File: src/rtl/psf_io_bridge.sv
// psf_io_bridge: AXI4 single-beat slave for the main I/O region, bridged onto a held-request peripheral register bus.
module psf_io_bridge #(
  parameter int TIMEOUT_W = 8
) (
  input  logic        clk_i,
  input  logic        rst_i,
  input  logic        axi_awvalid_i,
  input  logic [31:0] axi_awaddr_i,
  input  logic [3:0]  axi_awid_i,
  input  logic [7:0]  axi_awlen_i,
  output logic        axi_awready_o,
  input  logic        axi_wvalid_i,
  input  logic [31:0] axi_wdata_i,
  input  logic [3:0]  axi_wstrb_i,
  input  logic        axi_wlast_i,
  output logic        axi_wready_o,
  output logic        axi_bvalid_o,
  output logic [1:0]  axi_bresp_o,
  output logic [3:0]  axi_bid_o,
  input  logic        axi_bready_i,
  input  logic        axi_arvalid_i,
  input  logic [31:0] axi_araddr_i,
  input  logic [3:0]  axi_arid_i,
  input  logic [7:0]  axi_arlen_i,
  input  logic [2:0]  axi_arsize_i,
  output logic        axi_arready_o,
  output logic        axi_rvalid_o,
  output logic [31:0] axi_rdata_o,
  output logic [1:0]  axi_rresp_o,
  output logic [3:0]  axi_rid_o,
  output logic        axi_rlast_o,
  input  logic        axi_rready_i,
  output logic [31:0] io_addr_o,
  output logic        io_rd_o,
  output logic [3:0]  io_wr_o,
  output logic [1:0]  io_size_o,
  output logic [31:0] io_data_wr_o,
  input  logic [31:0] io_data_rd_i,
  input  logic        io_ack_i,
  input  logic        io_error_i
);
  typedef enum logic [2:0] {IDLE, WCOLLECT, DRAIN, IO_RD, IO_WR, RESP_R, RESP_B} state_t;
  state_t                state_q, state_d;
  logic                  live_q;
  logic                  prio_q, prio_d;
  logic                  aw_held_q, aw_held_d, w_held_q, w_held_d;
  logic                  len_nz_q, len_nz_d, wlast_q, wlast_d;
  logic [31:0]           addr_q, addr_d, wdata_q, wdata_d, rdata_q, rdata_d;
  logic [3:0]            id_q, id_d, wstrb_q, wstrb_d;
  logic [1:0]            size_q, size_d, resp_q, resp_d;
  logic [TIMEOUT_W-1:0]  cnt_q, cnt_d, cnt_inc;
  logic                  idle, coll, ar_hs, aw_hs, w_hs, aw_h, w_h, lnz, last;
  logic [3:0]            strb;
  // live_q keeps every ready low until the first clock after reset
  assign idle          = live_q && state_q == IDLE;
  assign coll          = state_q == WCOLLECT;
  assign axi_arready_o = idle && (!axi_awvalid_i || !prio_q);
  assign ar_hs         = axi_arready_o && axi_arvalid_i;
  assign axi_awready_o = (idle && !ar_hs) || (coll && !aw_held_q);
  assign axi_wready_o  = (idle && !ar_hs) || (coll && !w_held_q) || state_q == DRAIN;
  assign aw_hs         = axi_awvalid_i && axi_awready_o;
  assign w_hs          = axi_wvalid_i && axi_wready_o;
  assign aw_h          = aw_held_q || aw_hs;
  assign w_h           = w_held_q || w_hs;
  assign lnz           = aw_held_q ? len_nz_q : axi_awlen_i != 8'd0;
  assign strb          = w_held_q ? wstrb_q : axi_wstrb_i;
  assign last          = w_held_q ? wlast_q : axi_wlast_i;
  assign cnt_inc       = cnt_q + 1'b1;
  assign axi_bvalid_o  = state_q == RESP_B;
  assign axi_bresp_o   = resp_q;
  assign axi_bid_o     = id_q;
  assign axi_rvalid_o  = state_q == RESP_R;
  assign axi_rdata_o   = rdata_q;
  assign axi_rresp_o   = resp_q;
  assign axi_rid_o     = id_q;
  assign axi_rlast_o   = state_q == RESP_R;
  assign io_addr_o     = addr_q;
  assign io_rd_o       = state_q == IO_RD;
  assign io_wr_o       = state_q == IO_WR ? wstrb_q : 4'd0;
  assign io_size_o     = size_q;
  assign io_data_wr_o  = wdata_q;
  always_comb begin
    state_d   = state_q;
    prio_d    = prio_q;
    aw_held_d = aw_held_q;
    w_held_d  = w_held_q;
    len_nz_d  = len_nz_q;
    wlast_d   = wlast_q;
    addr_d    = addr_q;
    wdata_d   = wdata_q;
    rdata_d   = rdata_q;
    id_d      = id_q;
    wstrb_d   = wstrb_q;
    size_d    = size_q;
    resp_d    = resp_q;
    cnt_d     = cnt_q;
    case (state_q)
      IDLE, WCOLLECT: begin
        if (ar_hs) begin
          addr_d  = axi_araddr_i;
          id_d    = axi_arid_i;
          size_d  = axi_arsize_i[2] ? 2'd2 : axi_arsize_i[1:0];
          prio_d  = !prio_q;
          cnt_d   = '0;
          resp_d  = axi_arlen_i != 8'd0 ? 2'b10 : 2'b00;
          rdata_d = axi_arlen_i != 8'd0 ? 32'd0 : rdata_q;
          state_d = axi_arlen_i != 8'd0 ? RESP_R : IO_RD;
        end else begin
          if (aw_hs) begin
            addr_d    = axi_awaddr_i;
            id_d      = axi_awid_i;
            len_nz_d  = axi_awlen_i != 8'd0;
            size_d    = 2'd2;
            aw_held_d = 1'b1;
            prio_d    = !prio_q;
          end
          if (w_hs) begin
            wdata_d  = axi_wdata_i;
            wstrb_d  = axi_wstrb_i;
            wlast_d  = axi_wlast_i;
            w_held_d = 1'b1;
          end
          if (aw_h && w_h) begin
            aw_held_d = 1'b0;
            w_held_d  = 1'b0;
            cnt_d     = '0;
            resp_d    = lnz ? 2'b10 : 2'b00;
            state_d   = lnz ? (last ? RESP_B : DRAIN) : (strb == 4'd0 ? RESP_B : IO_WR);
          end else if (aw_h || w_h) begin
            state_d = WCOLLECT;
          end
        end
      end
      DRAIN: state_d = axi_wvalid_i && axi_wlast_i ? RESP_B : DRAIN;
      IO_RD, IO_WR: begin
        cnt_d = cnt_inc;
        // a same-cycle ack beats the timeout
        if (io_ack_i) begin
          rdata_d = state_q == IO_RD ? io_data_rd_i : rdata_q;
          resp_d  = io_error_i ? 2'b10 : 2'b00;
          state_d = state_q == IO_RD ? RESP_R : RESP_B;
        end else if (&cnt_inc) begin
          rdata_d = state_q == IO_RD ? 32'd0 : rdata_q;
          resp_d  = 2'b10;
          state_d = state_q == IO_RD ? RESP_R : RESP_B;
        end
      end
      RESP_R: state_d = axi_rready_i ? IDLE : RESP_R;
      RESP_B: state_d = axi_bready_i ? IDLE : RESP_B;
      default: state_d = IDLE;
    endcase
  end
  always_ff @(posedge clk_i or posedge rst_i) begin
    if (rst_i) begin
      state_q   <= IDLE;
      live_q    <= 1'b0;
      prio_q    <= 1'b0;
      aw_held_q <= 1'b0;
      w_held_q  <= 1'b0;
      len_nz_q  <= 1'b0;
      wlast_q   <= 1'b0;
      addr_q    <= '0;
      wdata_q   <= '0;
      rdata_q   <= '0;
      id_q      <= '0;
      wstrb_q   <= '0;
      size_q    <= '0;
      resp_q    <= '0;
      cnt_q     <= '0;
    end else begin
      state_q   <= state_d;
      live_q    <= 1'b1;
      prio_q    <= prio_d;
      aw_held_q <= aw_held_d;
      w_held_q  <= w_held_d;
      len_nz_q  <= len_nz_d;
      wlast_q   <= wlast_d;
      addr_q    <= addr_d;
      wdata_q   <= wdata_d;
      rdata_q   <= rdata_d;
      id_q      <= id_d;
      wstrb_q   <= wstrb_d;
      size_q    <= size_d;
      resp_q    <= resp_d;
      cnt_q     <= cnt_d;
    end
  end
endmodule

File: config.mk
export PLATFORM = sky130hd
export DESIGN_NAME = psf_io_bridge
export DESIGN_NICKNAME = d
export VERILOG_FILES = /design/src/rtl/psf_io_bridge.sv
export SDC_FILE = /design/constraint.sdc
export NUM_CORES = 1
export LEC_CHECK = 0
export CORE_ASPECT_RATIO = 2
export CORE_MARGIN = 3
export CORE_UTILIZATION = 25
export DETAILED_ROUTE_END_ITERATION = 10
export PLACE_DENSITY = 0.51
export SLEW_MARGIN = 20
export SYNTH_ARGS = -nofsm -noshare
export SYNTH_HDL_FRONTEND = slang
export SYNTH_SLANG_ARGS = --single-unit
File: constraint.sdc
create_clock -name clk_i -period 10.4 [get_ports clk_i]
set_input_delay 2.08 -clock clk_i [delete_from_list [all_inputs] [get_ports clk_i]]
set_output_delay 2.08 -clock clk_i [all_outputs]
set_load 0.005 [all_outputs]
==> key figures, run 1 <==
CTS
  • Worst-path clk slew: 60 ps
  • Post_cts resized: 0
  • TritonCTS Buffers: 17
  • Root Driver: clkbuf_16
  • CTS sink count: 124
  • Worst-skew pair later-pin latency: 430 ps
  • Bufs on Longest Clock Path: 2
  • CTS tree: built
  • Hold Buf Count CTS: 0
  • Post-CTS setup buffer count: 0
  • H-tree Lvls: 4

Placed design
  • Routability cong.: ~0.76
  • Dpl hpwl: 14.3 mm
  • Port-buffer cells: 287

Drt
  • M1 WL: ~6.4 mm
  • Remaining DRCs: 0
  • Routed len/inst: 17.8 um
  • Met3 wire len: around 1.3 mm
  • Final WL: 18.6 mm
  • 1st-iter DRT viols: 237
  • Vias per cell: about 4.6
  • Vias: 4823
  • Top layer in use: met4
  • 1st-pass router iterations: 4
  • Detail Route met2 WL: between 10 and 15 mm
  • Final ANT Viol Nets: 0

Synthesis
  • FF+latch count, synth: roughly 120
  • Avg Cell Area, Syn: 11.6 um2
  • Asr flop ratio synth: 100%
  • Area contributors post-synth: dfrtp_1 55%, mux2_1 7.4%, mux2i_1 6.8%, a22o_1 5.3%, nand2_1 3.3%
  • EDFF count, synth: 0
  • Main synth FF type: dfrtp_1
  • Sequential element share of the synthesized area: between 50 and 60%
  • Yosys cell types: 58
  • Syn Std Cell Area: 0.00562 mm2
  • Area share of the largest cell type after synthesis: 55.2%
  • Synth Instances: 484
  • Area leader, netlist: dfrtp_1
  • Syn. warnings: 0

Worst hold path
  • Hold Path Class: reg2reg

STA
  • Slew HR: 46.7%
  • Setup-failing EPs final: 0
  • Worst-Margin Slew: 800 ps
  • Final-report max-slew violation count: 0
  • Setup Skew: 7.98 ps
  • RSZ-0062 raised after global routing: no
  • Min cycle time layout: 5930 ps
  • Setup TNS Final: 0 ps
  • Fin crit share: 57.1%
  • Fmax: around 170 MHz
  • Final Hold Vio Count: 0

Power and ir drop
  • Leak: roughly 4 nW
  • Combinational power share: 41.0%
  • NetSw: approximately 0.80 mW
  • Worst VDD drop: 0.129 mV
  • P per Cell Area: 269 mW/mm2
  • Clock power share: 25.9%
  • Sw frac: between 30% and 40%
  • Int Pwr: 1.72 mW
  • Flop pwr share: 33.1%
  • Total power: approximately 2.5 mW

Worst setup path
  • Crit path max fanout: 8
  • CP arrival: 3850 ps
  • CP Buf/Inv Count: 2
  • Slowest CP cell: clkdlybuf4s50_1
  • CP Data Required Time: approximately 8300 ps
  • CP Class: in2out
  • CP Capture Type: output port
  • Delay-heaviest family, CP: buffers and inverters
  • CP cell instances: clkdlybuf4s50_1, a21bo_2, a2bb2oi_1, nor3_1, clkdlybuf4s50_1
  • Most used cell, CP: clkdlybuf4s50_1
  • CP startpoint kind: primary input
  • Max stage delay on crit path: ~620 ps

Floorplanning
  • Die Y: approximately 220 um
  • Core area: 0.0221 mm2
  • Initial Util: 25.5%
  • Core Rows: 77
  • Die width: roughly 110 um
  • # IOs: 290
  • Die ar.: 0.0244 mm2

Cells and area
  • Final Util: a little over two fifths
  • Layout cells sized above 1: 7.51%
  • # fillers: about 2100
  • P&R area growth vs syn: 66.7%
  • Register area: around 0.0031 mm2
  • Total Nets Final: 930
  • Multi-input logic area: 0.00228 mm2

Global routing
  • Global route overflow: 0
  • Largest net degree at the start of global routing: 75
  • Global Route Usage Sum: 15.3%
  • First-pass GRT wire length: about 29 mm
  • Initial antenna violation count: 1
  • Vias in the first global route: 5258

Job
  • Max-cap check violation count: 0

Run status
  • Status: finished clean
==> flip-flops by register name, indices dropped and copies added (netlist names), 2 cells and up <==
register,count
axi_bid_o,4
state_q,3
axi_rdata_o,32
io_addr_o,32
io_data_wr_o,32
cnt_q,8
io_size_o,2
wstrb_q,4
==> Yosys cell counts, drive strengths merged, types with 2 or more instances <==
library cell,count
inv,9
o21ai,52
o22ai,3
and3,5
clkbuf,14
o31ai,4
xnor2,2
a21oi,17
nand2b,2
o311ai,2
ha,2
a31oi,6
nand2,51
conb,2
a211oi,2
nor3b,3
buf,24
nand4,2
dfrtp,124
mux2i,38
nand3,5
nor3,5
xor2,3
nor4,4
nor2,12
o41ai,2
a41oi,2
a22o,34
mux2,38
nor2b,2
==> power groups by stage <==
stage	Sequential, mW	Combinational (mW)	Clock, mW
after floorplan	0.817	0.482	0
after global placement	0.831	1.03	0
after detailed placement	0.838	1.04	0
after CTS	0.836	1.05	0.674
after global routing	0.866	1.13	0.693
final	0.834	1.03	0.653
==> stage by stage <==
| stage | hold slack, ps | cells | area, um2 | setup WS, ps |
|---|---|---|---|---|
| floorplan | 458 | 485 | 5620 | 5020 |
| global placement | 466 | 1014 | 8670 | 4450 |
| detailed placement | 473 | 1015 | 8690 | 4440 |
| CTS | 486 | 1047 | 9330 | 4430 |
| global route | 495 | 1049 | 9360 | 4350 |
| finish | 481 | 1049 | 9360 | 4470 |
==> placed cells by master (no fill, tap or decap), types with 5 or more instances in the layout <==
master           count
nand2_1             48
nor3_1               5
a22o_1              34
bufinv_16            5
mux2_1              37
o21ai_1             26
mux2i_1             38
dfrtp_1            124
o21ai_0             26
clkdlybuf4s50_1    287
nand3_1              5
and3_1               5
nor2_1              10
a31oi_1              5
a21oi_1             15
inv_1                6
clkbuf_16           17
==> path summary, 6_finish.rpt <==
check	start	endpoint	slack, ps	cells after the start
setup / recovery	axi_awvalid_i	axi_awready_o	4470	5
hold reg to reg	io_addr_o[3]	io_addr_o[3]	480	2
min in group asynchronous	rst_i	io_addr_o[9]	2170	2
setup reg to reg	state_q[2]	io_data_wr_o[13]	7680	5
max in group asynchronous	rst_i	io_addr_o[24]	6950	3
hold / removal	io_addr_o[3]	io_addr_o[3]	480	2
==> area by class of cell <==
type                            instances  area share [%]
Antenna cell                            1          0.0267
Clock buffer                           17            4.54
Clock inverter                         15            2.37
Inverter                                9           0.388
Multi-Input combinational cell        314            24.4
Sequential cell                       124            33.1
Tap cell                              276            3.69
Timing Repair Buffer                  293            31.5
==> metal layers <==
layer / GRT usage (%) / vias up
li1: - / 2291
met1: 14.9 / 2300
met2: 28.9 / 205
met3: 4.80 / 27
met4: 6.90 / 0
met5: 0 / -
==> kinds of logic after synthesis <==
family,count (synthesis),share of synthesized area (%)
AOI/OAI and AO/OA,130,16.1
DFF,124,55.2
buffers and inverters,47,4.37
xor gates and xnor gates,5,0.780
other,2,0.134
and+or+nand+nor,98,8.57
muxes,76,14.4
adders and majority gates,2,0.445
==> worst register-to-register path, cell delays in order (launching register included) <==
cell	delay, ps
dfrtp_1	610
nor2_2	610
nand2_2	230
nor2_4	530
buf_16	250
mux2_1	360
No activity file was read; power rests on OpenSTA's default activity.
==> run 2, diff against run 1 <==
==> constraint.sdc (replaced) <==
create_clock -name clk_i -period 5.97 [get_ports clk_i]
set_input_delay 1.194 -clock clk_i [delete_from_list [all_inputs] [get_ports clk_i]]
set_output_delay 1.194 -clock clk_i [all_outputs]
set_load 0.005 [all_outputs]
==> run 2 against run 1 <==
Compared with the run above: wire length grew 1.1%; clock power up 68%; die area is the same; register-to-register slack worse by 4300 ps; worst setup slack worse by 2600 ps; core utilization is 0.15 points lower; final cell count did not move; combinational power rose by 75%; clock skew fell by 1.1 ps; first-iteration DRC count grew 41%; hold slack lost 7.3 ps; sequential share of layout area grew 0.12 points.
==> key figures, run 2 (same netlist as run 1, synthesis figures left out) <==
Power and ir drop
  • Combinational power share: 41.4%
  • P per Cell Area: around 470 mW/mm2
  • Sw frac: about a third
  • Int Pwr: 2.97 mW
  • Flop pwr share: 33.4%
  • NetSw: 1.38 mW
  • Clock power share: 25.2%
  • Worst VDD drop: around 0.18 mV
  • Total power: 4.35 mW
  • Leak: 4.09 nW

STA
  • RSZ-0062 raised after global routing: no
  • Final Hold Vio Count: 0
  • Slew HR: 42.6%
  • Setup TNS Final: 0 ps
  • Min cycle time layout: 4150 ps
  • Final worst slack: 1820 ps
  • Worst-Margin Slew: 860 ps
  • Setup Skew: 6.90 ps
  • Setup-failing EPs final: 0
  • Fmax: 241 MHz
  • Fin crit share: 69.5%
  • Final-report max-slew violation count: 0

Worst hold path
  • WHS Endpoint: io_addr_o[15]
  • Worst Min Path Start: io_addr_o[15]
  • Hold Path Class: reg2reg
  • WHS Path Cells: 2

Placed design
  • Dpl ws: 1790 ps
  • Port-buffer cells: between 200 and 300
  • Dpl hpwl: 14.4 mm
  • Routability cong.: 0.783

Worst setup path
  • R2r endpoint: axi_rdata_o[17]
  • CP Class: in2out
  • Reg-to-Reg Start: state_q[1]
  • CP arrival: 2950 ps
  • CP Data Required Time: around 4800 ps
  • R2R depth: 6
  • CP Capture Type: output port
  • CP startpoint kind: primary input
  • Crit path max fanout: 8
  • R2r setup slk: roughly 3400 ps

Drt
  • Final WL: 18.8 mm
  • Vias: 4862
  • 1st-iter DRT viols: about 340
  • Remaining DRCs: 0
  • Routed len/inst: 18.0 um
  • Final ANT Viol Nets: 0
  • 1st-pass router iterations: 4
  • Vias per cell: between 4 and 5

Global routing
  • Global Route Usage Sum: 15.3%
  • Initial antenna violation count: 1
  • Vias in the first global route: 5220
  • First-pass GRT wire length: 29.0 mm
  • Global route overflow: 0
  • Largest net degree at the start of global routing: 75

Cells and area
  • # fillers: 2144
  • Highest-count cells in the layout ignoring fill and taps: 287 x clkdlybuf4s50_1, 124 x dfrtp_1, 48 x nand2_1, 38 x mux2i_1, 37 x mux2_1
  • Layout cells sized above 1: 7.25%
  • P&R area growth vs syn: 66.1%
  • Commonest non-fill, non-tap cell in the layout: clkdlybuf4s50_1
  • Total Nets Final: 930

Floorplanning
  • Core Rows: 77
  • # IOs: 290
  • Initial Util: 25.5%
  • Die width: 112 um
  • Core area: 0.0221 mm2
  • Die Y: roughly 220 um
  • Die ar.: 0.0244 mm2

CTS
  • Worst-path clk slew: 50 ps
  • Worst-skew pair later-pin latency: 420 ps
  • H-tree Lvls: 4
  • CTS sink count: 124
  • TritonCTS Buffers: 17
  • CTS tree: built
  • Bufs on Longest Clock Path: 2
  • Root Driver: clkbuf_16
  • Post_cts resized: 0
  • Hold Buf Count CTS: 0
  • Post-CTS setup buffer count: 0

Job
  • Max-cap check violation count: 0

Run status
  • Status: finished clean
==> run 2: worst max-delay path by stage <==
stage / cells after the start / end / startpoint / slack (ps)
after global placement: 5 / axi_awready_o / axi_awvalid_i / 1800
after detailed placement: 5 / axi_awready_o / axi_awvalid_i / 1790
after global routing: 5 / axi_awready_o / axi_awvalid_i / 1660
final: 5 / axi_awready_o / axi_awvalid_i / 1820
after floorplan: 1 / aw_held_q / rst_i / 1480
after CTS: 5 / axi_awready_o / axi_awvalid_i / 1800
==> run 2: routing by layer <==
layer | routed length, um | share of wire, % | GRT usage, %
met5 | 0 | 0 | 0
met4 | 493 | 2.6 | 6.38
met3 | 1340 | 7.1 | 4.42
met2 | 10400 | 55 | 28.4
met1 | 6580 | 35 | 15.7
==> run 2: area by class of cell <==
cell class / count / area, um2 / area share (%)
antenna: 1 / 2.50 / 0.0268
tap: 276 / 345 / 3.70
multi-input combinational: 314 / 2280 / 24.5
sequential: 124 / 3100 / 33.3
inverter: 9 / 36.3 / 0.389
timing repair buffer: 293 / 2930 / 31.4
clock inverter: 10 / 164 / 1.76
clock buffer: 22 / 464 / 4.98
==> run 2: power by group through the flow <==
stage	clock [mW]	combinational, mW	sequential [mW]
CTS	1.13	1.83	1.46
global route	1.17	1.97	1.51
detailed placement	0	1.82	1.46
global placement	0	1.79	1.45
floorplan	0	0.840	1.42
finish	1.10	1.80	1.45
==> run 2: worst max-delay path: stages <==
cell and delay (ps):
clkdlybuf4s50_1 620, a21bo_2 200, a2bb2oi_1 70, nor3_1 270
clkdlybuf4s50_1 600
==> run 2: through the flow <==
| step | std cells | hold WS [ps] | util, % | area [um2] |
|---|---|---|---|---|
| final | 1049 | 473 | 42.3 | 9330 |
| after global routing | 1049 | 497 | 42.3 | 9330 |
| after CTS | 1047 | 481 | 42.2 | 9310 |
| after detailed placement | 1015 | 470 | 39.3 | 8680 |
| after global placement | 1015 | 466 | 39.3 | 8680 |
| after floorplan | 485 | 458 | - | 5620 |
